[config.mk]
export PLATFORM = sky130hd
export DESIGN_NAME = i2s_dac_tx
export DESIGN_NICKNAME = d
export VERILOG_FILES = /design/src/rtl/i2s_dac_tx.sv
export SDC_FILE = /design/constraint.sdc
export NUM_CORES = 1
export LEC_CHECK = 0
export ABC_AREA = 1
export BUFFER_PORTS_ARGS = -buffer_cell sky130_fd_sc_hd__clkbuf_2
export CORE_ASPECT_RATIO = 1.75
export CORE_UTILIZATION = 35
export CTS_CLUSTER_DIAMETER = 100
export DETAILED_ROUTE_END_ITERATION = 6
export HOLD_SLACK_MARGIN = 0.12
export PLACE_DENSITY_LB_ADDON = 0.25
export SYNTH_ARGS = -nofsm -noshare
export SYNTH_HDL_FRONTEND = slang
export SYNTH_SLANG_ARGS = --single-unit
[constraint.sdc]
create_clock -name sys_clk -period 5.15 [get_ports sys_clk]
set_clock_uncertainty 0.15 [all_clocks]
set_input_delay 1.03 -clock sys_clk [delete_from_list [all_inputs] [get_ports sys_clk]]
set_output_delay 1.03 -clock sys_clk [all_outputs]
set_load 0.01 [all_outputs]
[src/rtl/i2s_dac_tx.sv]
`default_nettype none
// ============================================================================
//  Module   : i2s_dac_tx
//  Purpose  : Serial-audio DAC transmitter (codec slave). Generates BCLK and
//             DACLRC, serialises stereo pairs MSB first in I2S (MODE=0) or
//             left-justified (MODE=1) framing, one-frame holding buffer with
//             valid/ready input and an underrun pulse on empty frame start.
//  Option   : define I2S_DAC_MCLK_EN to add a free-running mclk output
//             (divider MCLK_DIV).
//  Revision : 1.0 - initial release
// ============================================================================
module i2s_dac_tx #(
    parameter int SAMPLE_W = 24,
    parameter int SLOT_W   = 32,
    parameter int BCLK_DIV = 8,
`ifdef I2S_DAC_MCLK_EN
    parameter int MCLK_DIV = 2,
`endif
    parameter int MODE     = 0
) (
    input  logic                sys_clk,
    input  logic                sys_rst_n,
    input  logic                enable,
    input  logic                s_valid,
    output logic                s_ready,
    input  logic [SAMPLE_W-1:0] s_left,
    input  logic [SAMPLE_W-1:0] s_right,
`ifdef I2S_DAC_MCLK_EN
    output logic                mclk,
`endif
    output logic                bclk,
    output logic                daclrc,
    output logic                dacdat,
    output logic                underrun
);

    localparam int c_frame_w = 2 * SLOT_W;
    localparam int c_dw      = $clog2(BCLK_DIV);
    localparam int c_bw      = $clog2(c_frame_w);

    localparam logic [c_dw-1:0] c_d_last = c_dw'(BCLK_DIV - 1);
    localparam logic [c_dw-1:0] c_d_half = c_dw'(BCLK_DIV / 2);
    localparam logic [c_bw-1:0] c_b_last = c_bw'(c_frame_w - 1);
    localparam logic [c_bw-1:0] c_b_slot = c_bw'(SLOT_W);

    logic [c_dw-1:0]       d_q, d_d;
    logic [c_bw-1:0]       b_q, b_d;
    logic                  bclk_q, bclk_d;
    logic                  daclrc_q, daclrc_d;
    logic                  dacdat_q, dacdat_d;
    logic                  underrun_q, underrun_d;
    logic                  prev_bit_q, prev_bit_d;
    logic                  hold_full_q, hold_full_d;
    logic [2*SAMPLE_W-1:0] hold_q, hold_d;
    logic [c_frame_w-1:0]  frame_q, frame_d;

    logic                  fall;
    logic                  frame_start;
    logic                  xfer;
    logic [c_bw-1:0]       b_inc;
    logic [c_bw-1:0]       bit_idx;
    logic [c_frame_w-1:0]  pad_frame;
    logic                  lj_bit;

    // Next-state logic: divider, bit counter, frame loading, buffer, serial bit
    always_comb begin
        fall        = enable && (d_q == c_d_last);
        b_inc       = (b_q == c_b_last) ? '0 : b_q + 1'b1;
        frame_start = fall && (b_inc == '0);
        xfer        = s_valid && !hold_full_q;

        // Each sample sits MSB-aligned in its slot, zero padding below it
        pad_frame = '0;
        pad_frame[c_frame_w-1 -: SAMPLE_W] = hold_q[2*SAMPLE_W-1 -: SAMPLE_W];
        pad_frame[SLOT_W-1 -: SAMPLE_W]    = hold_q[SAMPLE_W-1:0];

        // A pair accepted on a frame-start edge waits for the next frame
        hold_d      = hold_q;
        hold_full_d = hold_full_q;
        if (xfer) begin
            hold_d      = {s_left, s_right};
            hold_full_d = 1'b1;
        end else if (frame_start && hold_full_q) begin
            hold_full_d = 1'b0;
        end

        frame_d = frame_q;
        if (frame_start) begin
            frame_d = hold_full_q ? pad_frame : '0;
        end

        // Left-justified bit for the new position; the I2S stream is this
        // stream delayed by one BCLK, carried through prev_bit
        bit_idx = c_b_last - b_inc;
        lj_bit  = frame_d[bit_idx];

        if (!enable) begin
            d_d        = '0;
            b_d        = c_b_last;
            bclk_d     = 1'b0;
            daclrc_d   = 1'b0;
            dacdat_d   = 1'b0;
            prev_bit_d = 1'b0;
            underrun_d = 1'b0;
        end else begin
            d_d        = fall ? '0 : d_q + 1'b1;
            bclk_d     = (d_d >= c_d_half);
            b_d        = b_q;
            daclrc_d   = daclrc_q;
            dacdat_d   = dacdat_q;
            prev_bit_d = prev_bit_q;
            underrun_d = frame_start && !hold_full_q;
            if (fall) begin
                b_d        = b_inc;
                daclrc_d   = (b_inc >= c_b_slot);
                prev_bit_d = lj_bit;
                dacdat_d   = (MODE == 1) ? lj_bit : prev_bit_q;
            end
        end
    end

    // State registers with asynchronous reset
    always_ff @(posedge sys_clk or negedge sys_rst_n) begin
        if (!sys_rst_n) begin
            d_q         <= '0;
            b_q         <= c_b_last;
            bclk_q      <= 1'b0;
            daclrc_q    <= 1'b0;
            dacdat_q    <= 1'b0;
            underrun_q  <= 1'b0;
            prev_bit_q  <= 1'b0;
            hold_full_q <= 1'b0;
            hold_q      <= '0;
            frame_q     <= '0;
        end else begin
            d_q         <= d_d;
            b_q         <= b_d;
            bclk_q      <= bclk_d;
            daclrc_q    <= daclrc_d;
            dacdat_q    <= dacdat_d;
            underrun_q  <= underrun_d;
            prev_bit_q  <= prev_bit_d;
            hold_full_q <= hold_full_d;
            hold_q      <= hold_d;
            frame_q     <= frame_d;
        end
    end

    assign s_ready  = !hold_full_q;
    assign bclk     = bclk_q;
    assign daclrc   = daclrc_q;
    assign dacdat   = dacdat_q;
    assign underrun = underrun_q;

`ifdef I2S_DAC_MCLK_EN
    localparam int c_mw = (MCLK_DIV > 2) ? $clog2(MCLK_DIV / 2) : 1;
    localparam logic [c_mw-1:0] c_m_last = c_mw'(MCLK_DIV / 2 - 1);

    logic [c_mw-1:0] mcnt_q, mcnt_d;
    logic            mclk_q, mclk_d;

    // Free-running master clock, toggles every MCLK_DIV/2 cycles
    always_comb begin
        mcnt_d = mcnt_q + 1'b1;
        mclk_d = mclk_q;
        if (mcnt_q == c_m_last) begin
            mcnt_d = '0;
            mclk_d = ~mclk_q;
        end
    end

    // Master clock registers
    always_ff @(posedge sys_clk or negedge sys_rst_n) begin
        if (!sys_rst_n) begin
            mcnt_q <= '0;
            mclk_q <= 1'b0;
        end else begin
            mcnt_q <= mcnt_d;
            mclk_q <= mclk_d;
        end
    end

    assign mclk = mclk_q;
`endif

endmodule
`default_nettype wire
Word level (Yosys, flattened, before mapping)
Index checks and enable logic that the tools add are counted.
{"block": "op_classes", "addsub": 3, "n_mul": 0, "n_div": 0, "n_lt_le_gt_ge": 3, "eq_ne": 3, "shifts": 0, "mux": 19, "bitwise_logic": 0, "reduce_logical": 8}
{"op": "$mux W64", "count": 2}
{"op": "$mux W6", "count": 3}
{"op": "$mux W1", "count": 11}
{"op": "$lt A6 B7 Y1 const B", "count": 1}
{"op": "$add A6 B1 Y6 const B", "count": 1}
{"op": "$bmux W1 S6", "count": 1}
{"op": "$eq A6 B6 Y1 const B", "count": 1}
{"op": "$ge A6 B6 Y1 const B", "count": 1}
{"op": "$logic_not A6 Y1", "count": 1}
{"op": "$mux W3", "count": 2}
{"op": "$sub A6 B6 Y6 const A", "count": 1}
{"op": "$logic_and A1 B1 Y1", "count": 5}
{"op": "$add A3 B1 Y3 const B", "count": 1}
{"op": "$eq A3 B3 Y1 const B", "count": 1}
{"op": "$ge A3 B3 Y1 const B", "count": 1}
{"op": "$ne A2 B1 Y1 const B", "count": 1}
{"op": "$reduce_bool A2 Y1", "count": 1}
{"op": "$logic_not A1 Y1", "count": 1}
{"block": "word_totals", "ff_bits": 127, "latch_bits": 0, "ramBits": 0, "mem_bits_ro": 0, "wordCells": 46, "memories": 0}

Depth between registers and ports, before layout
Gate-level depths: netlist (run 1).
{"block": "logic_depth", "depth_word": 9, "mapped_depth": 21, "depth_no_buf": 20}

Least setup slack after synthesis (run 1)
No wires, ideal clock.
{"block": "synth_path", "kind": "input to register", "startpoint": "in enable", "endpoint": "reg prev_bit_q", "setup_time_ns": 0.124, "t_arrival_ns": 2.458, "required_time_ns": 4.876, "path_slack_ns": 2.419, "path_stages": 17, "path_buffers": 2, "cell_sequence": "nand2_1 > inv_2 > nand3_1 > nor2_4 > nand3_2 > buf_6 > buf_6 > nand2_1 > nand3_1 > nand3_1 > nand3_1 > nand2_1 > nand2_1 > nand3_1 > nand2_1 > nand2_1 > nand3_1"}
{"block": "synth_via", "elab_chain_len": 7, "word_cells_on_any_way": 8}
{"item": "start: declaration", "line": "23", "rtl": "input logic enable,"}
{"item": "$logic_and A1 B1 Y1", "line": "67", "rtl": "fall = enable && (d_q == c_d_last);"}
{"item": "$logic_and A1 B1 Y1", "line": "69", "rtl": "frame_start = fall && (b_inc == '0);"}
{"item": "$mux W64", "line": "88", "rtl": "if (frame_start) begin"}
{"item": "$bmux W1 S6", "line": "95", "rtl": "lj_bit = frame_d[bit_idx];"}
{"item": "$mux W1 (not written as such)", "line": "95"}
{"item": "$mux W1", "line": "113", "rtl": "if (fall) begin"}
{"item": "$mux W1", "line": "97", "rtl": "if (!enable) begin"}
{"item": "end signal: assignment", "line": "142", "rtl": "prev_bit_q <= prev_bit_d;"}
{"item": "end: declaration", "line": "52", "rtl": "logic prev_bit_q, prev_bit_d;"}
Several ways; a longest one is shown, not always the timed one. The select of a mux whose other input is x is not followed.
A chain may end at the register's enable or synchronous reset.

Final worst setup path (run 1)
{"block": "layout_path", "startpoint": "reg b_q[1]", "endpoint": "reg prev_bit_q"}
{"block": "layout_via", "elab_chain_len": 9, "word_cells_on_any_way": 11}
{"item": "start: declaration", "line": "47", "rtl": "logic [c_bw-1:0] b_q, b_d;"}
{"item": "start signal: assignment", "line": "126", "rtl": "b_q <= c_b_last;"}
{"item": "$add A6 B1 Y6 or $eq A6 B6 Y1 (tied branches)", "line": "68", "rtl": "b_inc = (b_q == c_b_last) ? '0 : b_q + 1'b1;"}
{"item": "$mux W6 (*)", "line": "68"}
{"item": "parallel branches: the longest is 3 deep, another holds $sub A6 B6 Y6"}
{"item": "$bmux W1 S6 (*)", "line": "95"}
{"item": "$mux W1 (not written as such) (*)", "line": "95"}
{"item": "$mux W1 (*)", "line": "113"}
{"item": "$mux W1 (*)", "line": "97"}
Mark *: on every way between the ends. The select of a mux whose other input is x is not followed.

==> flow_summary.json, run 1 <==
{
  "rsz0062_at_grt": "false",
  "drt_iter0_drc": 260,
  "first_pass_iters": 4,
  "synth.top_cell.area_share": 0.489,
  "status": "completed",
  "clock_path_buffers": 2,
  "remaining_drc_errors": 0,
  "seqCellArea_sq_mm": 0.00316,
  "power_density_mw_per_mm2": 415,
  "rr_endpoint": "prev_bit_q",
  "synth_area_sq_mm": 0.00615,
  "n_antenna_cell": 0,
  "synth_seq_cells": 126,
  "htreeDepth": 4,
  "crit_fanout": 21,
  "dp_hpwl_um": 8970,
  "grt_max_degree": 81,
  "final.min_clock_period_ns": 3.24,
  "intPower_mw": 2.19,
  "fp.dieH_um": 177,
  "area_growth_pct": 16.6,
  "power.total_mw": 2.97,
  "cts_root_buf": "clkbuf_16",
  "cp-endpoint": "prev_bit_q",
  "drv_cap": 0,
  "final_cell_area_sq_mm": 0.00716,
  "die-area_sq_mm": 0.0181,
  "mostFrequentLayoutCells": "176 x nand2_1, 120 x dfrtp_1, 110 x nand3_1",
  "switchingPower_uw": 783,
  "seqPwrFrac": 0.446,
  "startpoint": "b_q[1]",
  "r2r_start": "b_q[1]",
  "antenna_found_initial": 0,
  "io_buffers": 56,
  "synth_seq_area_share": 0.514,
  "syn-num-nets": 763,
  "syn_avg_cell_area_sq_um": 8.69,
  "synth_ff_type": "dfrtp_1",
  "rr_worst_depth": 19,
  "async_reset_ff_frac": 1.00,
  "synth_area_leaders": "dfrtp_1 49%, nand2_1 11%, nand3_1 9.0%",
  "postRouteAntennaNets": 0,
  "setup_viol": 0,
  "routed_wl_um": 13900,
  "place_area_sq_mm": 0.00661,
  "crit_arrival_ns": 3.39,
  "comb_power_share": 0.170,
  "vias": 4688,
  "path_clk_slew_ns": 0.06,
  "synth_edf_count": 0,
  "tns_ns": 0,
  "overflow": 0,
  "start_util": 0.361,
  "grt_pass1_vias": 4777,
  "clkLatencyLatePin_ns": 0.42,
  "via_per_inst": 4.72,
  "cts_sinks": 126,
  "fill_cells": 1798,
  "tritoncts": "done",
  "nets": 809,
  "p_leak_nw": 3.83,
  "die_w_um": 102,
  "busiest_layer": "met2",
  "hold_viol": 0,
  "cts_setup_buffers": 0,
  "drive_gt1_frac": 0.209,
  "grt_util_all_layers": 0.172,
  "fmax_mhz": 309,
  "ys_types": 27,
  "worst_setup_path_end_kind": "register",
  "postLayoutSetupSlackWorst_ns": 1.91,
  "gr-usage-met2": 0.298,
  "fin_crit_sh": 0.629,
  "crit_path_start_kind": "register",
  "numCtsBuffers": 17,
  "relSlewSlack": 0.240,
  "grtUsageMet3": 0.0276,
  "p_clk_frac": 0.384,
  "path_class": "reg2reg",
  "coreArea_sq_mm": 0.0170,
  "switching_share": 0.264,
  "multi_input_area_sq_mm": 0.00238,
  "drv_slew": 0,
  "cts-resized-gates": 0,
  "routedWlPerCell_um": 14.0,
  "ir_worst_vdd_mv": 0.261,
  "synth_area_leader_cell": "dfrtp_1",
  "rrSetupSlack_ns": 1.91,
  "hold_buffers": 0,
  "synth_cells": 707,
  "rows": 63,
  "io_pins": 57,
  "final_common_cell": "nand2_1",
  "ys_warn_count": 0,
  "grt_pass1_wl_um": 23900,
  "use_met1": 0.211,
  "worstPathRequired_ns": 5.30,
  "dp_worst_setup_slack_ns": 1.60,
  "whs_ns": 0.292,
  "tightestPinTransition_ns": 1.14,
  "hp-class": "reg2reg",
  "gp_congestion": 0.766
}
[how the worst min path moves through the flow]
stage                     startpoint      to  slack (ns)  depth (start not counted)
final                         d_q[0]  d_q[0]        0.29                          1
after global routing          d_q[0]  d_q[0]        0.32                          1
after CTS                     d_q[0]  d_q[0]        0.30                          1
after detailed placement      d_q[0]  d_q[0]        0.29                          1
after global placement        d_q[0]  d_q[0]        0.29                          1
after floorplan               d_q[0]  d_q[0]        0.26                          1
[metal layers]
| layer | part of all wire | vias to the layer above |
|---|---|---|
| li1 | - | 2356 |
| met1 | 0.41 | 2224 |
| met2 | 0.54 | 97 |
| met3 | 0.041 | 11 |
| met4 | 0.013 | 0 |
| met5 | 0 | - |
[final cells by class]
class,count,area share
Clock buffer,21,0.0615
Clock inverter,11,0.0166
Inverter,104,0.0545
Multi-Input combinational cell,437,0.332
Sequential cell,126,0.441
Tap cell,227,0.0396
Timing Repair Buffer,67,0.0545
[flip-flops by register name, summed over array words and instances, names as in the netlist]
signal	flops
prev_bit_q	1
daclrc	1
dacdat	1
hold_q	48
underrun	1
b_q	6
hold_full_q	1
d_q	2
frame_q	64
bclk	1
[worst max-delay path, cell delays in order, from the launching register on]
cell	delay, ns
dfstp_2	0.57
ha_1	0.20
nand2_1	0.11
nand2_1	0.08
buf_4	0.19
nand3_1	0.14
nor2_4	0.14
nand3_2	0.31
inv_2	0.44
nand2_1	0.12
nand3_1	0.09
nand3_1	0.07
nand2_1	0.08
nand2_1	0.04
nand2_1	0.06
nand2_1	0.06
nand2_1	0.09
nand2_1	0.05
nand2_1	0.05
nand3_1	0.06
[cell families after synthesis]
group / count (synthesis) / synth area share
simple gates: 365 / 0.270
flops: 126 / 0.514
compound gates: 20 / 0.0210
fa+ha+maj: 4 / 0.00814
mux: 48 / 0.0879
buf+inv: 144 / 0.0989
[synthesized netlist by cell type, types with 2 or more instances]
cell type / n
o21ai_0: 4
nand2_1: 177
mux2_2: 48
inv_1: 98
clkbuf_1: 22
buf_2: 9
nand4_1: 30
nand3_2: 2
nand3_1: 110
dfrtp_1: 120
inv_2: 5
nand2_2: 2
o21ai_1: 4
buf_6: 7
nor2_1: 23
o211ai_1: 3
a22oi_1: 4
o21a_1: 3
and2_1: 20
dfstp_2: 6
ha_1: 4
[through the flow]
| step | cells | util |
|---|---|---|
| final | 993 | 0.421 |
| after global routing | 993 | 0.421 |
| after CTS | 993 | 0.421 |
| after detailed placement | 961 | 0.388 |
| after global placement | 961 | 0.388 |
| after floorplan | 707 | - |
[power by group through the flow]
stage / clock [mW] / sequential (mW) / combinational (mW)
after global placement: 0 / 1.34 / 0.509
after detailed placement: 0 / 1.35 / 0.516
final: 1.14 / 1.32 / 0.506
after floorplan: 0 / 1.31 / 0.402
after CTS: 1.17 / 1.33 / 0.518
after global routing: 1.19 / 1.36 / 0.588
No activity file was read; power rests on OpenSTA's default activity.
==> inputs of run 2 (changes only) <==
==> constraint.sdc (replaced) <==
create_clock -name sys_clk -period 3 [get_ports sys_clk]
set_clock_uncertainty 0.15 [all_clocks]
set_input_delay 0.6 -clock sys_clk [delete_from_list [all_inputs] [get_ports sys_clk]]
set_output_delay 0.6 -clock sys_clk [all_outputs]
set_load 0.01 [all_outputs]
==> flow_summary.json, run 2 (synthesis results as in run 1) <==
{
  "final_common_cell": "nand2_1",
  "via_per_inst": 4.83,
  "area_growth_pct": 22.5,
  "clkLatencyLatePin_ns": 0.41,
  "numCtsBuffers": 17,
  "n_antenna_cell": 0,
  "ir_worst_vdd_mv": 0.420,
  "mostFrequentLayoutCells": "176 x nand2_1, 120 x dfrtp_1, 110 x nand3_1",
  "tritoncts": "done",
  "die-area_sq_mm": 0.0181,
  "drt_iter0_drc": 287,
  "path_class": "reg2reg",
  "crit_arrival_ns": 2.88,
  "drv_slew": 0,
  "io_buffers": 56,
  "regMostFlops": "frame_q",
  "antenna_found_initial": 0,
  "path_clk_slew_ns": 0.06,
  "postRouteAntennaNets": 0,
  "first_pass_iters": 5,
  "power.total_mw": 5.26,
  "fin_cells": 1013,
  "drive_gt1_frac": 0.234,
  "start_util": 0.361,
  "worst_setup_path_end_kind": "register",
  "grt_util_all_layers": 0.175,
  "grt_pass1_vias": 4868,
  "grt_max_degree": 51,
  "power_density_mw_per_mm2": 698,
  "routedWlPerCell_um": 14.7,
  "cts_root_buf": "clkbuf_16",
  "dp_hpwl_um": 9640,
  "largest_reg_flops": 64,
  "die_w_um": 102,
  "crit_path_start_kind": "register",
  "clock_path_buffers": 2,
  "drv_cap": 0,
  "rows": 63,
  "rsz0062_at_grt": "false",
  "routed_wl_um": 14900,
  "cts_sinks": 126,
  "setup_viol": 0,
  "overflow": 0,
  "io_pins": 57,
  "status": "completed",
  "hold_viol": 0,
  "crit_fanout": 20,
  "fin_crit_sh": 0.910,
  "nets": 829,
  "htreeDepth": 4,
  "rrSetupSlack_ns": 0.27,
  "reg_top3": "frame_q x64, hold_q x48, b_q x6",
  "fmax_mhz": 366,
  "relSlewSlack": 0.615,
  "remaining_drc_errors": 0,
  "hp-class": "in2reg",
  "tns_ns": 0,
  "gp_congestion": 0.786,
  "fp.dieH_um": 177,
  "grt_pass1_wl_um": 24200,
  "coreArea_sq_mm": 0.0170,
  "tightestPinTransition_ns": 0.577,
  "p_leak_nw": 4.02,
  "vias": 4891,
  "worstPathRequired_ns": 3.15,
  "final.min_clock_period_ns": 2.73,
  "dp.cells": 972
}
-- run 2: changes by cell type in the layout (fill, tap and decap cells not counted), sizes merged --
cell,change
buf,+14
clkbuf,+1
clkinvlp,-2
dlygate4sd3,+1
inv,+5
nand3,+1
-- run 2: what timing repair did --
action,in CTS,in global routing
resized for setup,0,15
setup endpoints to repair,0,1
hold endpoints to repair,42,0
hold buffers,1,0
buffers inserted,0,3
-- run 2: stage by stage --
stage / utilization / setup WS, ns / hold slack [ns] / area (sq um)
global placement: 0.396 / 0.238 / 0.286 / 6740
finish: 0.442 / 0.270 / 0.262 / 7530
detailed placement: 0.396 / 0.219 / 0.294 / 6740
floorplan: - / 0.625 / 0.154 / 6150
CTS: 0.431 / 0.199 / 0.251 / 7340
global route: 0.442 / 0.00677 / 0.248 / 7530
-- run 2: critical path: stages (launching register included) --
cell and delay (ns):
dfstp_2 0.56, ha_2 0.19, nand2_1 0.10, nand2_1 0.11
nand3_1 0.15, nor2_4 0.22, nand3_4 0.19, buf_6 0.22
nand3_1 0.07, nand3_1 0.12, nand3_1 0.12, nand3_1 0.08
nand2_1 0.07, inv_1 0.05, nand2_1 0.05, nand2_1 0.05
nand2_1 0.05, nand3_1 0.06
-- run 2: report_power, final --
group	switching (mW)	internal (mW)	leakage [nW]
combinational	0.457	0.463	2.32
sequential	0.175	2.10	1.40
clock	0.805	1.26	0.290
total	1.44	3.82	4.02
-- run 2: final timing paths --
kind,to,cells after the start,startpoint
worst max-delay path,prev_bit_q,17,b_q[1]
worst max register to register,prev_bit_q,17,b_q[1]
min in group asynchronous,hold_q[34],2,sys_rst_n
worst min register to register,d_q[0],1,d_q[0]
worst min-delay path,hold_q[20],2,s_right[20]
max in group asynchronous,b_q[1],3,sys_rst_n
-- run 2: layout make-up --
| cell class | instances | area (sq um) |
|---|---|---|
| clock buffers | 18 | 439 |
| inverters | 104 | 398 |
| flip-flops and latches | 126 | 3160 |
| multi-input cells | 438 | 2400 |
| fillers | 1741 | 9500 |
| clock inverters | 14 | 158 |
| repair buffers | 86 | 692 |
| well taps | 227 | 284 |
-- run 2: per-layer routing --
metal	routed length (um)	up-vias	track usage
li1	-	2413	-
met1	6220	2359	0.211
met2	7910	96	0.303
met3	422	23	0.0248
met4	330	0	0.0827
met5	0	-	0
